[src/rtl/uart_pkg.sv]
// Shared UART constants: FSM state encoding (common with the transmitter) and byte width.
package uart_pkg;

  localparam int UART_DATA_W = 8;

  localparam logic [1:0] UART_ST_IDLE      = 2'd0;
  localparam logic [1:0] UART_ST_ISSUE     = 2'd1;
  localparam logic [1:0] UART_ST_WAIT_BUSY = 2'd2;
  localparam logic [1:0] UART_ST_WAIT_DONE = 2'd3;

  typedef enum logic [1:0] {
    S_IDLE      = UART_ST_IDLE,
    S_ISSUE     = UART_ST_ISSUE,
    S_WAIT_BUSY = UART_ST_WAIT_BUSY,
    S_WAIT_DONE = UART_ST_WAIT_DONE
  } arb_state_e;

  // Index width that stays at least 1 bit for a single-entry range.
  function automatic int idx_w(input int n);
    return (n > 1) ? $clog2(n) : 1;
  endfunction

endpackage

[src/rtl/uart_tx_arbiter_if.sv]
// Requester handshake and transmitter-side signals of the UART TX arbiter.
interface uart_tx_arbiter_if
  import uart_pkg::*;
#(
  parameter int N_REQ  = 4,
  parameter int DATA_W = UART_DATA_W
) ();

  localparam int GID_W = idx_w(N_REQ);

  logic [N_REQ-1:0]        i_REQ_VALID;
  logic [N_REQ*DATA_W-1:0] i_REQ_DATA;
  logic [N_REQ-1:0]        o_REQ_READY;
  logic                    o_TX_ENABLE;
  logic [DATA_W-1:0]       o_TX_DATA;
  logic                    i_TX_BUSY;
  logic [GID_W-1:0]        o_GRANT_ID;
  logic                    o_ACTIVE;
  logic                    o_TIMEOUT_ERR;
  logic                    i_CLR_ERR;

  modport slave (
    input  i_REQ_VALID, i_REQ_DATA, i_TX_BUSY, i_CLR_ERR,
    output o_REQ_READY, o_TX_ENABLE, o_TX_DATA, o_GRANT_ID, o_ACTIVE, o_TIMEOUT_ERR
  );

  modport master (
    output i_REQ_VALID, i_REQ_DATA, i_TX_BUSY, i_CLR_ERR,
    input  o_REQ_READY, o_TX_ENABLE, o_TX_DATA, o_GRANT_ID, o_ACTIVE, o_TIMEOUT_ERR
  );

endinterface

[src/rtl/uart_tx_arbiter_rr_arbiter.sv]
// Combinational round-robin picker: first asserted request at or after ptr, wrapping.
module rr_arbiter #(
  parameter int N_REQ = 4,
  parameter int IDX_W = 2
) (
  input  logic [N_REQ-1:0] req,
  input  logic [IDX_W-1:0] ptr,
  output logic [N_REQ-1:0] grant,
  output logic [IDX_W-1:0] idx,
  output logic             found
);

  function automatic logic [IDX_W-1:0] wrap(input int base, input int off);
    return IDX_W'((base + off) % N_REQ);
  endfunction

  always_comb begin
    grant = '0;
    idx   = '0;
    found = 1'b0;
    for (int i = 0; i < N_REQ; i++) begin
      if (!found && req[wrap(int'(ptr), i)]) begin
        found                  = 1'b1;
        idx                    = wrap(int'(ptr), i);
        grant[wrap(int'(ptr), i)] = 1'b1;
      end
    end
  end

endmodule

[src/rtl/uart_tx_arbiter.sv]
// Shares one UART transmitter between N_REQ byte producers with round-robin grants,
// a single-cycle registered enable and a busy-rise watchdog.
module uart_tx_arbiter
  import uart_pkg::*;
#(
  parameter int N_REQ        = 4,
  parameter int DATA_W       = UART_DATA_W,
  parameter int BUSY_TIMEOUT = 7
) (
  input  logic             i_CLK,
  input  logic             i_RESET,
  uart_tx_arbiter_if.slave bus
);

  localparam int IDX_W = idx_w(N_REQ);
  localparam int CNT_W = idx_w(BUSY_TIMEOUT);

  arb_state_e        state_q, state_d;
  logic [IDX_W-1:0]  ptr_q;
  logic [IDX_W-1:0]  gid_q;
  logic [IDX_W-1:0]  grant_idx;
  logic [N_REQ-1:0]  grant_oh;
  logic [N_REQ-1:0]  ready;
  logic              any_req;
  logic              take;
  logic              timeout;
  logic [DATA_W-1:0] data_q;
  logic              en_q;
  logic              err_q;
  logic [CNT_W-1:0]  cnt_q;

  function automatic logic [IDX_W-1:0] next_idx(input logic [IDX_W-1:0] cur);
    if (int'(cur) >= N_REQ - 1) return '0;
    return cur + 1'b1;
  endfunction

  rr_arbiter #(
    .N_REQ (N_REQ),
    .IDX_W (IDX_W)
  ) u_rr (
    .req   (bus.i_REQ_VALID),
    .ptr   (ptr_q),
    .grant (grant_oh),
    .idx   (grant_idx),
    .found (any_req)
  );

  always_comb begin
    state_d = state_q;
    ready   = '0;
    take    = 1'b0;
    timeout = 1'b0;
    case (state_q)
      S_IDLE: begin
        if (any_req) begin
          take    = 1'b1;
          ready   = grant_oh;
          state_d = S_ISSUE;
        end
      end
      S_ISSUE: state_d = S_WAIT_BUSY;
      S_WAIT_BUSY: begin
        if (bus.i_TX_BUSY) begin
          state_d = S_WAIT_DONE;
        end else if (cnt_q == CNT_W'(BUSY_TIMEOUT - 1)) begin
          timeout = 1'b1;
          state_d = S_IDLE;
        end
      end
      S_WAIT_DONE: begin
        if (!bus.i_TX_BUSY) state_d = S_IDLE;
      end
      default: state_d = S_IDLE;
    endcase
  end

  always_ff @(posedge i_CLK or posedge i_RESET) begin
    if (i_RESET) begin
      state_q <= S_IDLE;
      ptr_q   <= '0;
      gid_q   <= '0;
      data_q  <= '0;
      en_q    <= 1'b0;
      err_q   <= 1'b0;
      cnt_q   <= '0;
    end else begin
      state_q <= state_d;
      en_q    <= take;
      if (take) begin
        data_q <= bus.i_REQ_DATA[int'(grant_idx)*DATA_W +: DATA_W];
        gid_q  <= grant_idx;
        ptr_q  <= next_idx(grant_idx);
      end
      // Counter is rearmed on every issue and frozen once the limit is reached.
      if (state_q == S_ISSUE) begin
        cnt_q <= '0;
      end else if (state_q == S_WAIT_BUSY && !bus.i_TX_BUSY && !timeout) begin
        cnt_q <= cnt_q + 1'b1;
      end
      if (timeout) begin
        err_q <= 1'b1;
      end else if (bus.i_CLR_ERR) begin
        err_q <= 1'b0;
      end
    end
  end

  // Ready is withheld while reset is asserted even though the state already reads IDLE.
  assign bus.o_REQ_READY   = i_RESET ? '0 : ready;
  assign bus.o_TX_ENABLE   = en_q;
  assign bus.o_TX_DATA     = data_q;
  assign bus.o_GRANT_ID    = gid_q;
  assign bus.o_ACTIVE      = (state_q != S_IDLE);
  assign bus.o_TIMEOUT_ERR = err_q;

endmodule

[src/flat_wrapper.sv]
// flat-port wrapper written by rule: the top's interface ports become plain ports
module uart_tx_arbiter_flat import uart_pkg::*;
#(
  parameter int N_REQ        = 4,
  parameter int DATA_W       = UART_DATA_W,
  parameter int BUSY_TIMEOUT = 7
)
  (i_CLK, i_RESET, bus_i_REQ_VALID, bus_i_REQ_DATA, bus_i_TX_BUSY, bus_i_CLR_ERR, bus_o_REQ_READY, bus_o_TX_ENABLE, bus_o_TX_DATA, bus_o_GRANT_ID, bus_o_ACTIVE, bus_o_TIMEOUT_ERR);
  uart_tx_arbiter_if #(.N_REQ(N_REQ), .DATA_W(DATA_W)) bus_i ();
  input  logic i_CLK;
  input  logic i_RESET;
  input wire logic [$bits(bus_i.i_REQ_VALID)-1:0] bus_i_REQ_VALID;
  input wire logic [$bits(bus_i.i_REQ_DATA)-1:0] bus_i_REQ_DATA;
  input wire logic [$bits(bus_i.i_TX_BUSY)-1:0] bus_i_TX_BUSY;
  input wire logic [$bits(bus_i.i_CLR_ERR)-1:0] bus_i_CLR_ERR;
  output wire logic [$bits(bus_i.o_REQ_READY)-1:0] bus_o_REQ_READY;
  output wire logic [$bits(bus_i.o_TX_ENABLE)-1:0] bus_o_TX_ENABLE;
  output wire logic [$bits(bus_i.o_TX_DATA)-1:0] bus_o_TX_DATA;
  output wire logic [$bits(bus_i.o_GRANT_ID)-1:0] bus_o_GRANT_ID;
  output wire logic [$bits(bus_i.o_ACTIVE)-1:0] bus_o_ACTIVE;
  output wire logic [$bits(bus_i.o_TIMEOUT_ERR)-1:0] bus_o_TIMEOUT_ERR;
  assign bus_i.i_REQ_VALID = bus_i_REQ_VALID;
  assign bus_i.i_REQ_DATA = bus_i_REQ_DATA;
  assign bus_i.i_TX_BUSY = bus_i_TX_BUSY;
  assign bus_i.i_CLR_ERR = bus_i_CLR_ERR;
  assign bus_o_REQ_READY = bus_i.o_REQ_READY;
  assign bus_o_TX_ENABLE = bus_i.o_TX_ENABLE;
  assign bus_o_TX_DATA = bus_i.o_TX_DATA;
  assign bus_o_GRANT_ID = bus_i.o_GRANT_ID;
  assign bus_o_ACTIVE = bus_i.o_ACTIVE;
  assign bus_o_TIMEOUT_ERR = bus_i.o_TIMEOUT_ERR;
  uart_tx_arbiter #(.N_REQ(N_REQ), .DATA_W(DATA_W), .BUSY_TIMEOUT(BUSY_TIMEOUT)) u_core (.i_CLK(i_CLK), .i_RESET(i_RESET), .bus(bus_i));
endmodule
[config.mk]
export PLATFORM = sky130hd
export DESIGN_NAME = uart_tx_arbiter_flat
export DESIGN_NICKNAME = d
export VERILOG_FILES = /design/src/rtl/uart_pkg.sv /design/src/rtl/uart_tx_arbiter_if.sv /design/src/rtl/uart_tx_arbiter_rr_arbiter.sv /design/src/rtl/uart_tx_arbiter.sv /design/src/flat_wrapper.sv
export SDC_FILE = /design/constraint.sdc
export NUM_CORES = 1
export LEC_CHECK = 0
export ABC_AREA = 1
export BUFFER_PORTS_ARGS = -buffer_cell sky130_fd_sc_hd__buf_2
export CAP_MARGIN = 20
export CORE_MARGIN = 5
export CORE_UTILIZATION = 35
export CTS_BUF_LIST = sky130_fd_sc_hd__clkbuf_4 sky130_fd_sc_hd__clkbuf_8
export DETAILED_ROUTE_END_ITERATION = 12
export HOLD_SLACK_MARGIN = 0.05
export PLACE_DENSITY = 0.6
export SKIP_CTS_REPAIR_TIMING = 1
export SYNTH_ARGS = -nofsm -noshare
export SYNTH_HDL_FRONTEND = slang
export SYNTH_SLANG_ARGS = --single-unit
export TNS_END_PERCENT = 30
[constraint.sdc]
create_clock -name i_CLK -period 3.35 [get_ports i_CLK]
set_input_delay 0 -clock i_CLK [delete_from_list [all_inputs] [get_ports i_CLK]]
set_output_delay 0 -clock i_CLK [all_outputs]
set_load 0.03 [all_outputs]
==> flow_metrics.tcl, run 1 <==
set metrics [dict create \
    status "finished, final reports clean" \
    nets 355 \
    setup_viol 0 \
    power.density_mw_per_mm2 992 \
    fin_util 0.443 \
    p_total_mw 2.07 \
    vdd_drop_max_uv 453 \
    rsz0062_at_grt "false" \
    die_area_mm2 0.00637 \
    period_minus_slack_ps 2810 \
    syn2layout_area_growth_pct 22.7 \
    cts.sinks 19 \
    place.gp.congestion 0.764 \
    start_util 0.361 \
    num_io_pins 57 \
    rr_worst_depth 12 \
    antenna_found_initial 0 \
    slew_headroom 0.528 \
    slew_violations 0 \
    worstMarginPinSlew_ps 708 \
    rrSetupSlack_ps 540 \
    required_ps 3480 \
    drive_above_1_share 0.277 \
    num_vias 1654 \
    dr.pass1.iters 4 \
    hpwlAfterDp_um 3230 \
    cp_max_fo 29 \
    leakagePower_nw 1.21 \
    cts_buffers 3 \
    die_x_um 79.8 \
    fin_cells 370 \
    grt_pass1_wl_um 6510 \
    ys_types 31 \
    maxCapViolCount 0 \
    finClkSkew_ps 1.18 \
    crit_path_end "u_core.ptr_q[1]" \
    max_freq_mhz 355 \
    r2r-end "u_core.ptr_q[1]" \
    holdWs_ps 51.4 \
    crit_arrival_ps 2950 \
    synth-seq-area-share 0.279 \
    drc 0 \
    setup-tns-final_ps 0 \
    grt_pass1_vias 1512 \
    hp-start "bus_i_REQ_DATA[27]" \
    yosysWarnings 0 \
    synth_seq_cells 19 \
    grt.total_usage 0.126 \
    grt_max_degree 30 \
    critPathCaptureType "flop" \
    fp.dieH_um 79.8 \
    drt_wl_total_um 3980 \
    startpoint "u_core.ptr_q[0]" \
    timing.rr.start "u_core.ptr_q[0]" \
    wl_per_cell_um 10.8 \
    synthCells 246 \
    cts.path.max_buffers 2 \
    cts_root_buf "clkbuf_8" \
    dp.cells 364 \
    overflow 0 \
    clkLatencyLatePin_ps 250 \
    rows 25 \
    cts.htree.levels 1 \
    vias_per_cell 4.47 \
    fillers 498 \
    path_clk_slew_ps 70 \
    min_path_type "primary input to flop" \
    netlist_area_mm2 0.00171 \
    hold_viol 0 \
    core_area_mm2 0.00472 \
    antenna_cells 0 \
    path_class "flop to flop" \
    start_kind "flop" \
    period_share 0.840 \
    cts_tree "built" \
    drt_iter0_drc 47 \
    io_buffers 56 \
    mappedNetlistNets 297 \
    ant_nets 0 \
    avgSynthCellArea_um2 6.93 \
]
[layout make-up]
class                      instances  area, um2  share of cell area
multi-input combinational        178       1010               0.483
inverter                          44        173              0.0825
tap                               67       83.8              0.0401
clock buffer                       4       48.8              0.0233
sequential                        19        475               0.227
timing repair buffer              58        300               0.144
[per-layer routing]
| metal | track usage | part of all wire |
|---|---|---|
| met1 | 0.173 | 0.49 |
| met2 | 0.194 | 0.42 |
| met3 | 0.0395 | 0.075 |
| met4 | 0.0253 | 0.0083 |
| met5 | 0 | 0 |
[power breakdown]
part	internal [mW]	leakage, nW	switching (mW)
sequential	0.333	0.238	0.0953
combinational	0.483	0.943	0.998
clock	0.0925	0.0262	0.0725
[per-stage QoR]
step | setup WS [ps] | cell area (um2)
after floorplan | 1140 | 1710
after global placement | 629 | 2020
after detailed placement | 520 | 2020
after CTS | 511 | 2070
after global routing | 312 | 2090
final | 537 | 2090
[kinds of logic (layout without fill, tap and decap cells)]
group / count (synthesis) / count (layout) / share of synthesized area
DFF: 19 / 19 / 0.279
and+or+nand+nor: 141 / 141 / 0.423
xor gates and xnor gates: 2 / 2 / 0.0103
buffers and inverters: 49 / 106 / 0.128
adders and majority gates: 11 / 11 / 0.0807
AOI/OAI and AO/OA: 24 / 24 / 0.0792
[Yosys cell counts (all sizes together)]
| library cell | instances | area share |
|---|---|---|
| xor2 | 1 | 0.0051 |
| o21ai | 13 | 0.038 |
| a21oi | 5 | 0.015 |
| inv | 44 | 0.10 |
| a31oi | 1 | 0.0037 |
| or2 | 11 | 0.040 |
| nor2 | 13 | 0.050 |
| dfrtp | 19 | 0.28 |
| xnor2 | 1 | 0.0051 |
| o211ai | 1 | 0.0044 |
| nand4 | 3 | 0.011 |
| o31ai | 2 | 0.0088 |
| nand2 | 79 | 0.20 |
| buf | 5 | 0.027 |
| nand3b | 1 | 0.0066 |
| nand3 | 34 | 0.12 |
| ha | 11 | 0.081 |
| o32ai | 1 | 0.0051 |
| a21boi | 1 | 0.0044 |
[cell usage in the layout, fill, tap and decap left out, drive strengths merged]
cell         synthesis  final
xor2                 1      1
nor2                13     13
a21boi               1      1
o211ai               1      1
or2                 11     11
a21oi                5      5
nand3b               1      1
ha                  11     11
nand2               79     79
a31oi                1      1
o31ai                2      2
dlygate4sd3          0      2
o21ai               13     13
clkbuf               0      4
o32ai                1      1
inv                 44     44
xnor2                1      1
dfrtp               19     19
nand4                3      3
buf                  5     56
nand3               34     34
[critical path, cell delays in order (launching register included)]
cell and delay (ps):
dfrtp_1 680, inv_8 100, ha_1 390, inv_1 150, nand3_1 90, nand2_1 90, a21oi_1 70, nand2_1 110
nand3_2 400, inv_2 230, ha_1 250, nand2_1 70, o21ai_1 60
[worst min-delay path by stage]
stage | endpoint | cells past startpoint | slack (ps)
2_1_floorplan | u_core.bus.o_GRANT_ID[0] | 1 | -50
3_3_place_gp | u_core.bus.o_TIMEOUT_ERR | 2 | 180
3_5_place_dp | u_core.bus.o_TX_ENABLE | 2 | 170
4_1_cts | u_core.bus.o_TX_ENABLE | 2 | -100
5_1_grt | u_core.bus.o_TX_DATA[3] | 4 | 60
6_report | u_core.bus.o_TX_DATA[3] | 4 | 50
[flip-flops by register name, summed over array words and instances, names as in the netlist]
name	count
u_core.bus.o_TX_DATA	8
u_core.cnt_q	3
u_core.bus.o_GRANT_ID	2
u_core.ptr_q	2
u_core.state_q	2
u_core.bus.o_TIMEOUT_ERR	1
u_core.bus.o_TX_ENABLE	1
Note: power is estimated with default switching activity, not from simulation.
==> run 2, diff against run 1 <==
==> constraint.sdc (replaced) <==
create_clock -name i_CLK -period 2.6 [get_ports i_CLK]
set_input_delay 0 -clock i_CLK [delete_from_list [all_inputs] [get_ports i_CLK]]
set_output_delay 0 -clock i_CLK [all_outputs]
set_load 0.03 [all_outputs]
==> run 2 against run 1 <==
Against the previous run:
- worst setup slack got worse by 250 ps
- register-to-register slack worse by 190 ps
- sequential power increased by 21%
- critical path type is now flop to primary output
==> flow_metrics.tcl, run 2 (same netlist as run 1, synthesis figures left out) <==
set metrics [dict create \
    status "finished, final reports clean" \
    timing.rr.start "u_core.ptr_q[0]" \
    start_kind "flop" \
    p_sw_mw 1.52 \
    vias_per_cell 4.45 \
    period_minus_slack_ps 2310 \
    place.gp.congestion 0.799 \
    final_common_cell "nand2_1" \
    rows 25 \
    antenna_cells 0 \
    setup_viol 0 \
    drive_above_1_share 0.289 \
    core_area_mm2 0.00472 \
    die_area_mm2 0.00637 \
    cts_root_buf "clkbuf_8" \
    critPathCaptureType "primary output" \
    p_total_mw 2.79 \
    cts.sinks 19 \
    setup-tns-final_ps 0 \
    overflow 0 \
    rr_worst_depth 11 \
    crit_arrival_ps 2310 \
    io_buffers 56 \
    grt_pass1_vias 1638 \
    antenna_found_initial 0 \
    vdd_drop_max_uv 646 \
    path_clk_slew_ps 80 \
    maxCapViolCount 0 \
    p_seq_frac 0.185 \
    dr.pass1.iters 4 \
    max_freq_mhz 432 \
    leakagePower_nw 1.24 \
    cts.path.max_buffers 2 \
    syn2layout_area_growth_pct 25.6 \
    p_sw_frac 0.544 \
    clkPwrFrac 0.077 \
    cp_max_fo 10 \
    r2r-end "u_core.ptr_q[1]" \
    grt_pass1_wl_um 7170 \
    grt.total_usage 0.138 \
    cts.htree.levels 1 \
    required_ps 2600 \
    cpPeakStageDelay_ps 440 \
    crit_path_end "bus_o_REQ_READY[0]" \
    slew_headroom 0.513 \
    rrSetupSlack_ps 350 \
    drt_wl_total_um 4030 \
    internal-power_mw 1.27 \
    worstMarginPinSlew_ps 730 \
    cts_buffers 3 \
    startpoint "u_core.ptr_q[0]" \
    power.density_mw_per_mm2 1300 \
    hold_viol 0 \
    drt_iter0_drc 48 \
    num_vias 1667 \
    min_path_type "primary input to flop" \
    path_class "flop to primary output" \
    grt_max_degree 24 \
    cp_slowest_cell "dfrtp_1" \
    start_util 0.361 \
    mostFrequentLayoutCells "nand2_1 (68), buf_2 (56), inv_1 (41)" \
    combPwrFrac 0.737 \
    fillers 498 \
    crit_chain "inv_8 > ha_1 > inv_1 > nand2_1 > nand2_4 > nor2_8 > nand3_4 > nand2_2 > nor2_1 > nand2_1 > inv_1 > buf_2" \
    period_share 0.890 \
    cts_tree "built" \
    num_io_pins 57 \
    drc 0 \
    ant_nets 0 \
    finClkSkew_ps 7.85 \
    wl_per_cell_um 10.7 \
    fp.dieH_um 79.8 \
    largest_register_ffs 8 \
    rsz0062_at_grt "false" \
    clkLatencyLatePin_ps 250 \
    slew_violations 0 \
    hpwlAfterDp_um 3290 \
    nets 360 \
    die_x_um 79.8 \
]
==> run 2: changes by cell type in the layout (fill, tap and decap cells not counted) <==
cell	previous run	this run
buf_12	0	1
buf_4	0	4
==> run 2: cell type report <==
class / instances / area [um2] / share of cell area
Multi-Input combinational cell: 178 / 1010 / 0.472
Sequential cell: 19 / 475 / 0.222
Timing Repair Buffer: 63 / 350 / 0.164
Inverter: 44 / 173 / 0.0806
Tap cell: 67 / 83.8 / 0.0391
Clock buffer: 4 / 48.8 / 0.0228
==> run 2: worst min path at each step <==
stage | endpoint | cells past startpoint | slack, ps | from
after floorplan | u_core.bus.o_GRANT_ID[0] | 1 | -50 | i_RESET
after global placement | u_core.bus.o_TX_ENABLE | 2 | 180 | i_RESET
after detailed placement | u_core.bus.o_TX_ENABLE | 2 | 180 | i_RESET
after CTS | u_core.bus.o_TX_DATA[6] | 2 | -90 | i_RESET
after global routing | u_core.bus.o_TX_DATA[3] | 4 | 70 | bus_i_REQ_DATA[27]
final | u_core.bus.o_TX_DATA[0] | 4 | 50 | bus_i_REQ_DATA[8]
==> run 2: power groups by stage <==
stage          logic (mW)  registers (mW)  clock network (mW)
2_1_floorplan        1.48           0.681                   0
3_3_place_gp         2.06           0.519                   0
3_5_place_dp         2.07           0.518                   0
4_1_cts              2.08           0.517               0.223
5_1_grt              2.35           0.534               0.238
6_report             2.06           0.517               0.216
==> run 2: stage by stage <==
stage          hold slack [ps]  cell area, um2  cells   util  setup WS [ps]
5_1_grt                   68.4            2140    375  0.454           48.7
3_3_place_gp               180            2070    369  0.439            366
6_report                  52.3            2140    375  0.454            285
2_1_floorplan            -48.9            1710    246      -            394
3_5_place_dp               181            2070    369  0.439            362
4_1_cts                  -93.9            2120    373  0.449            265
==> run 2: worst max-delay path, delay by kind of cell (launching register included) <==
kind	cells	cell delay (ps)
buffers and inverters	4	450
adder cells (fa/ha/maj)	1	360
AND/OR/NAND/NOR	7	810
flip-flops	1	440
==> run 2: metal layers <==
layer  GRT usage  vias up  share of wire
li1            -      899              -
met4      0.0270        0         0.0055
met1       0.177      720           0.47
met5           0        -              0
met2       0.228       46           0.46
met3      0.0429        2          0.069
==> run 3, diff against run 2 <==
--- a/config.mk
+++ b/config.mk
@@ -14,6 +14,7 @@
 export DETAILED_ROUTE_END_ITERATION = 12
 export HOLD_SLACK_MARGIN = 0.05
 export PLACE_DENSITY = 0.6
+export SETUP_SLACK_MARGIN = 0.4
 export SKIP_CTS_REPAIR_TIMING = 1
 export SYNTH_ARGS = -nofsm -noshare
 export SYNTH_HDL_FRONTEND = slang
==> run 3 against run 2 <==
Against the previous run:
- global-route usage down 1.2 points
- critical endpoint is now u_core.bus.o_TX_DATA[4]
- critical path depth unchanged
- clock power down 3%
==> flow_metrics.tcl, run 3 (same netlist as run 1, synthesis figures left out) <==
set metrics [dict create \
    grt_pass1_wl_um 6560 \
    slew_violations 0 \
    num_vias 1698 \
    final_common_cell "nand2_1" \
    drt_iter0_drc 65 \
    startpoint "u_core.ptr_q[1]" \
    cp_max_fo 22 \
    worstMarginPinSlew_ps 704 \
    rows 25 \
    path_clk_slew_ps 80 \
    cts.sinks 19 \
    whs_path_depth 3 \
    maxUsedRoutingLayer "met4" \
    crit_chain "inv_2 > ha_4 > inv_2 > nand3_1 > nand2_1 > a21oi_1 > nand2_1 > nand3_4 > buf_12 > or2_1 > nand3_1 > nand3_1" \
    cts.htree.levels 1 \
    path_class "flop to flop" \
    setup-tns-final_ps 0 \
    die_area_mm2 0.00637 \
    overflow 0 \
    hold_viol 0 \
    drc 0 \
    timing.rr.start "u_core.ptr_q[1]" \
    largest_register_ffs 8 \
    start_kind "flop" \
    wl_met1_um 2010 \
    r2r-end "u_core.bus.o_TX_DATA[4]" \
    io_buffers 56 \
    wl_per_cell_um 10.6 \
    mostFrequentLayoutCells "nand2_1 (66), buf_2 (54), inv_1 (38)" \
    grt.total_usage 0.126 \
    dr.pass1.iters 4 \
    power.density_mw_per_mm2 1360 \
    p_total_mw 3.10 \
    vdd_drop_max_uv 623 \
    path_buf_inv 3 \
    slew_headroom 0.530 \
    hpwlAfterDp_um 3270 \
    drt_wl_total_um 4070 \
    drive_above_1_share 0.342 \
    hp-start "bus_i_TX_BUSY" \
    ant_nets 0 \
    nets 368 \
    leakagePower_nw 1.28 \
    max_freq_mhz 486 \
    finClkSkew_ps 6.44 \
    crit_arrival_ps 2200 \
    fin_cells 383 \
    cts_root_buf "clkbuf_8" \
    cts.path.max_buffers 2 \
    critPathCaptureType "flop" \
    wl_met3_um 245 \
    cpPeakStageDelay_ps 480 \
    setup_viol 0 \
    grt_max_degree 23 \
    antenna_cells 0 \
    rrSetupSlack_ps 540 \
    min_path_type "primary input to flop" \
    core_area_mm2 0.00472 \
    start_util 0.361 \
    grt_pass1_vias 1545 \
    fin_util 0.483 \
    period_minus_slack_ps 2060 \
    fp.dieH_um 79.8 \
    fillers 488 \
    vias_per_cell 4.43 \
    die_x_um 79.8 \
    wl_met2_um 1800 \
    status "finished, final reports clean" \
    required_ps 2740 \
    crit_path_frequent_cell "nand3_1" \
    antenna_found_initial 0 \
    place.gp.congestion 0.812 \
    cp_slowest_cell "dfrtp_2" \
    dp.cells 367 \
    maxCapViolCount 0 \
    cts_buffers 3 \
    syn2layout_area_growth_pct 33.7 \
    num_io_pins 57 \
    hold_end "u_core.state_q[1]" \
    clkLatencyLatePin_ps 260 \
    critPathTopFamily "simple AND/OR/NAND/NOR gates" \
    rsz0062_at_grt "true" \
    cts_tree "built" \
    rr_worst_depth 12 \
    period_share 0.792 \
]
-- run 3: cell type report --
type | count | area (um2) | area share
sequential | 19 | 478 | 0.210
inverter | 44 | 175 | 0.0768
multi-input combinational | 178 | 1080 | 0.474
tap | 67 | 83.8 | 0.0368
timing repair buffer | 71 | 415 | 0.182
clock buffer | 3 | 41.3 | 0.0181
clock inverter | 1 | 5.00 | 0.00220
-- run 3: where the power goes --
part | internal (mW) | total [mW] | switching, mW | leakage (nW)
clock | 0.107 | 0.210 | 0.104 | 0.0255
combinational | 0.914 | 2.35 | 1.44 | 1.02
sequential | 0.433 | 0.538 | 0.105 | 0.236
-- run 3: per-layer routing --
metal / vias up / GRT usage
li1: 908 / -
met2: 47 / 0.204
met4: 0 / 0.0152
met5: - / 0
met3: 2 / 0.0372
met1: 741 / 0.170
-- run 3: worst max path at each step --
stage,slack [ps],cells past startpoint,endpoint
2_1_floorplan,410,12,u_core.ptr_q[1]
3_3_place_gp,340,11,u_core.ptr_q[1]
3_5_place_dp,320,12,u_core.bus.o_TX_DATA[7]
4_1_cts,90,12,bus_o_REQ_READY[3]
5_1_grt,390,13,bus_o_REQ_READY[2]
6_report,540,12,u_core.bus.o_TX_DATA[4]
-- run 3: tightest hold or removal path: cells and delay by family --
kind / cells / cell delay (ps)
compound gates: 1 / 90
buf+inv: 2 / 180
-- run 3: per-stage QoR --
step                      setup slack [ps]  hold slack [ps]  area (um2)
after floorplan                        410            -48.9        1710
after detailed placement               322              164        2060
after CTS                             92.7             -120        2110
after global placement                 339              181        2060
final                                  541             52.6        2280
after global routing                   395             71.7        2280
